### src/rtl/shift_pkg.sv
// Shared types for the shift unit: operation encoding and controller states.
package shift_pkg;

  localparam int MODE_W = 2;

  typedef enum logic [MODE_W-1:0] {
    LLS = 2'b00,
    LRS = 2'b01,
    ARS = 2'b10,
    ROL = 2'b11
  } mode_e;

  typedef enum logic [1:0] {
    IDLE  = 2'b00,
    SHIFT = 2'b01,
    DONE  = 2'b10
  } state_e;

endpackage

### src/rtl/shift_step.sv
// One-bit shift/rotate step, purely combinational.
module shift_step
  import shift_pkg::*;
#(
  parameter int WIDTH = 32
) (
  input  mode_e              mode,
  input  logic [WIDTH-1:0]   value,
  output logic [WIDTH-1:0]   shifted
);

  always_comb begin
    shifted = value;
    case (mode)
      LLS:     shifted = {value[WIDTH-2:0], 1'b0};
      LRS:     shifted = {1'b0, value[WIDTH-1:1]};
      ARS:     shifted = {value[WIDTH-1], value[WIDTH-1:1]};
      ROL:     shifted = {value[WIDTH-2:0], value[WIDTH-1]};
      default: shifted = value;
    endcase
  end

endmodule

### src/rtl/shift_unit.sv
// Sequential shifter: one bit position per cycle, busy while shifting,
// single-cycle done pulse when the result is ready.
//
// state | meaning
// IDLE  | waiting for start, result holds last value
// SHIFT | applying one step per cycle, counter counts down to 0
// DONE  | result valid, done high; start here chains the next operation
module shift_unit
  import shift_pkg::*;
#(
  parameter int WIDTH = 32,
  parameter int AW    = $clog2(WIDTH)
) (
  input  logic             clock,
  input  logic             resetn,
  input  logic             start,
  input  logic [1:0]       mode,
  input  logic [AW-1:0]    amount,
  input  logic [WIDTH-1:0] data,
  output logic [WIDTH-1:0] result,
  output logic             busy,
  output logic             done
);

  state_e           state_q,  state_d;
  mode_e            mode_q,   mode_d;
  logic [AW-1:0]    cnt_q,    cnt_d;
  logic [WIDTH-1:0] result_q, result_d;
  logic             done_q,   done_d;

  logic [WIDTH-1:0] stepped;
  logic             accept;

  shift_step #(.WIDTH(WIDTH)) u_step (
    .mode    (mode_q),
    .value   (result_q),
    .shifted (stepped)
  );

  assign accept = start && (state_q != SHIFT);

  always_ff @(posedge clock or negedge resetn) begin
    if (!resetn) begin
      state_q  <= IDLE;
      mode_q   <= LLS;
      cnt_q    <= '0;
      result_q <= '0;
      done_q   <= 1'b0;
    end else begin
      state_q  <= state_d;
      mode_q   <= mode_d;
      cnt_q    <= cnt_d;
      result_q <= result_d;
      done_q   <= done_d;
    end
  end

  always_comb begin
    state_d  = state_q;
    mode_d   = mode_q;
    cnt_d    = cnt_q;
    result_d = result_q;
    if (accept) begin
      result_d = data;
      mode_d   = mode_e'(mode);
      cnt_d    = amount;
      state_d  = (amount == '0) ? DONE : SHIFT;
    end else begin
      case (state_q)
        SHIFT: begin
          result_d = stepped;
          cnt_d    = cnt_q - AW'(1);
          if (cnt_q == AW'(1)) state_d = DONE;
        end
        DONE:    state_d = IDLE;
        default: state_d = IDLE;
      endcase
    end
    // done is registered so it is exactly coincident with the DONE state
    done_d = (state_d == DONE);
  end

  always_comb begin
    busy   = (state_q == SHIFT);
    done   = done_q;
    result = result_q;
  end

endmodule
### config.mk
export PLATFORM = sky130hd
export DESIGN_NAME = shift_unit
export DESIGN_NICKNAME = d
export VERILOG_FILES = /design/src/rtl/shift_pkg.sv /design/src/rtl/shift_step.sv /design/src/rtl/shift_unit.sv
export SDC_FILE = /design/constraint.sdc
export NUM_CORES = 1
export LEC_CHECK = 0
export ABC_AREA = 1
export BUFFER_PORTS_ARGS = -buffer_cell sky130_fd_sc_hd__buf_2
export CAP_MARGIN = 20
export CORE_ASPECT_RATIO = 1.1
export CORE_MARGIN = 2
export CORE_UTILIZATION = 45
export DETAILED_ROUTE_END_ITERATION = 7
export PLACE_DENSITY = 0.72
export SLEW_MARGIN = 20
export SYNTH_ARGS = -nofsm -noshare
export SYNTH_HDL_FRONTEND = slang
export SYNTH_HIERARCHICAL = 1
export SYNTH_SLANG_ARGS = --single-unit
### constraint.sdc
create_clock -name clock -period 3.7 [get_ports clock]
set_clock_uncertainty 0.15 [all_clocks]
set_input_delay 0.185 -clock clock [delete_from_list [all_inputs] [get_ports clock]]
set_output_delay 0.185 -clock clock [all_outputs]
set_load 0.03 [all_outputs]
==> impl_metrics.ini <==
[place]
hpwlAfterDp_um = 3980
placed_cell_area_um2 = 2770
portBuffers = 75
gp_congestion = 0.788

[worst_setup_path]
worstPathArrival_ns = 2.10
regToRegSetupSlack_ns = 1.62
r2r-start = mode_q[1]
required_ns = 3.72
cp_max_fo = 32
critPathKind = flip-flop to flip-flop
crit_path_start_kind = flip-flop
endpoint_kind = flip-flop
crit_path_start = mode_q[1]

[floorplan]
die_area_um2 = 6040
num_rows = 28
floorplan.die.height_um = 81.3
initial_utilization_pct = 45.9
die_w_um = 74.3
coreArea_um2 = 5330
io_pins = 76

[detailed_routing]
drt_iter0_markers = 203
drtPass1Iterations = 4
route.met3.wl_um = 280
via_per_inst = 4.94
top_layer = met4
ant_nets = 0
drc_errors = 0
wl_um = 6210
vias = 2616
met1_length_um = 2910
wl_met2_um = 2960
wl_per_cell_um = 11.7

[clocking]
numClockSinks = 42
post_cts_buffers = 0
cts_tree = yes
htreeDepth = 2
clkLatencyLatePin_ns = 0.29
cts_made_buffers = 5
clockBufferDepth = 2
cts-root-buf = clkbuf_8
cts-resized-gates = 0
path_clk_slew_ns = 0.08

[logic_synthesis]
synth_most_common_cell = nand2_1
syn-num-nets = 396
ys_top_cells_by_area = dfrtp_1, nand2_1, nand3_1
synth_cells = 352
synth.avg_cell_area_um2 = 6.95
synth_top_area_share_pct = 43.0
netlist_area_um2 = 2440
synth_seq_cells = 42
yosysSeqAreaShare_pct = 43.0
synth_cell_types = 16
netlist_top_cells_count = nand2_1, nand3_1, dfrtp_1
synth.largest_area_cell = dfrtp_1
ys_warn_count = 6
synth_edf_count = 0
async_flop_share_pct = 100
synthFlopType = dfrtp_1

[worst_hold_path]
hold_class = input pin to flip-flop
hp-start = amount[3]

[timing]
tightest_slew_ns = 0.951
rsz0062_at_grt = false
setup_viol = 0
layout_min_cycle_time_ns = 2.08
period_share_pct = 56.1
slew_viol_final = 0
slew-limit-headroom_pct = 36.6
fmax_ghz = 0.482
hold_viol = 0
setup_tns_ns = 0

[cells_and_area]
fillers = 517
final_layout_size_suffix_gt1_share_pct = 20.4
synthToLayoutAreaGrowth_pct = 33.3
final_area_um2 = 3260
nNetsFinal = 498
insertedDiodeCount = 0

[run_status]
outcome = completed

[power]
ir_drop_mv = 0.372
p_leak_nw = 1.78
cellPowerDensity_nw_per_um2 = 865

[global_route]
grt_first_pass_wirelength_um = 10500
grt_max_degree = 43
grt_pass1_vias = 2480
antenna_found_initial = 0
grt_util_all_layers_pct = 21.9
grt_overflow = 0

[flow_run]
max_cap_viol_count = 0
[sequential cells by signal, summed over array words and instances, names as in the netlist]
signal	count
result	32
cnt_q	5
mode_q	2
state_q	2
done	1
[cells in the final DEF, fill, tap and decap left out, drive strengths merged]
master       Yosys  routed
nor2            10      10
clkbuf           0       7
bufinv           0       1
o21ai            2       2
dfrtp           42      42
ha               2       2
nand2          188     188
buf             21      78
nand3           73      73
inv             10      10
dlygate4sd3      0      38
nand4            1       1
o211ai           3       3
[stage by stage]
step,total power [mW],setup slack [ns],cells,util [%],hold WS [ns]
2_1_floorplan,2.14,2.44,352,-,-0.261
3_3_place_gp,2.41,1.75,484,52.1,0.234
3_5_place_dp,2.44,1.68,484,52.1,0.234
4_1_cts,2.84,1.66,530,61.2,0.0693
5_1_grt,3.08,1.41,530,61.2,0.132
6_report,2.82,1.62,530,61.2,0.0844
[cell type report]
class | count | area [um^2] | area share, %
Multi-Input combinational cell | 279 | 1190 | 36.6
Clock inverter | 1 | 30.0 | 0.921
Inverter | 10 | 37.5 | 1.15
Clock buffer | 7 | 76.3 | 2.34
Sequential cell | 42 | 1050 | 32.2
Timing Repair Buffer | 116 | 778 | 23.9
Tap cell | 75 | 93.8 | 2.88
[worst max-delay path, cell delays in order, from the launching register on]
cell and delay (ns):
dfrtp_1 0.43, inv_2 0.05, nand2_2 0.43, nand2_2 0.51, nand2_1 0.16, nand2_1 0.07, nand2_1 0.08, nand3_1 0.08
[final timing paths]
kind,to,cells past startpoint
worst min register to register,cnt_q[4],2
worst min-delay path,cnt_q[3],5
worst max register to register,result[7],7
max in group asynchronous,result[16],2
min in group asynchronous,result[24],2
worst max-delay path,result[7],7
[cells by family (layout without fill, tap and decap cells)]
kind of cell    after synthesis  count (layout)  synth area share (%)
compound gates                5               5                  1.33
fa+ha+maj                     2               2                  1.02
buf+inv                      31             134                  8.24
flops                        42              42                  43.0
simple gates                272             272                  46.4
[repair_timing]
item | in CTS | in global routing
hold buffers | 38 | 0
hold endpoints to repair | 79 | 0
setup endpoints to repair | 0 | 0
[report_power, final]
group | total [mW] | leakage (nW) | switching (mW) | internal [mW]
registers | 0.879 | 0.532 | 0.212 | 0.667
clock network | 0.357 | 0.0524 | 0.155 | 0.202
logic | 1.58 | 1.20 | 1.07 | 0.513
[routing by layer]
layer	vias up	GRT usage [%]
li1	1319	-
met1	1211	27.8
met2	80	37.8
met3	6	4.09
met4	0	6.61
met5	-	0
Power figures use the tool's default switching activity.
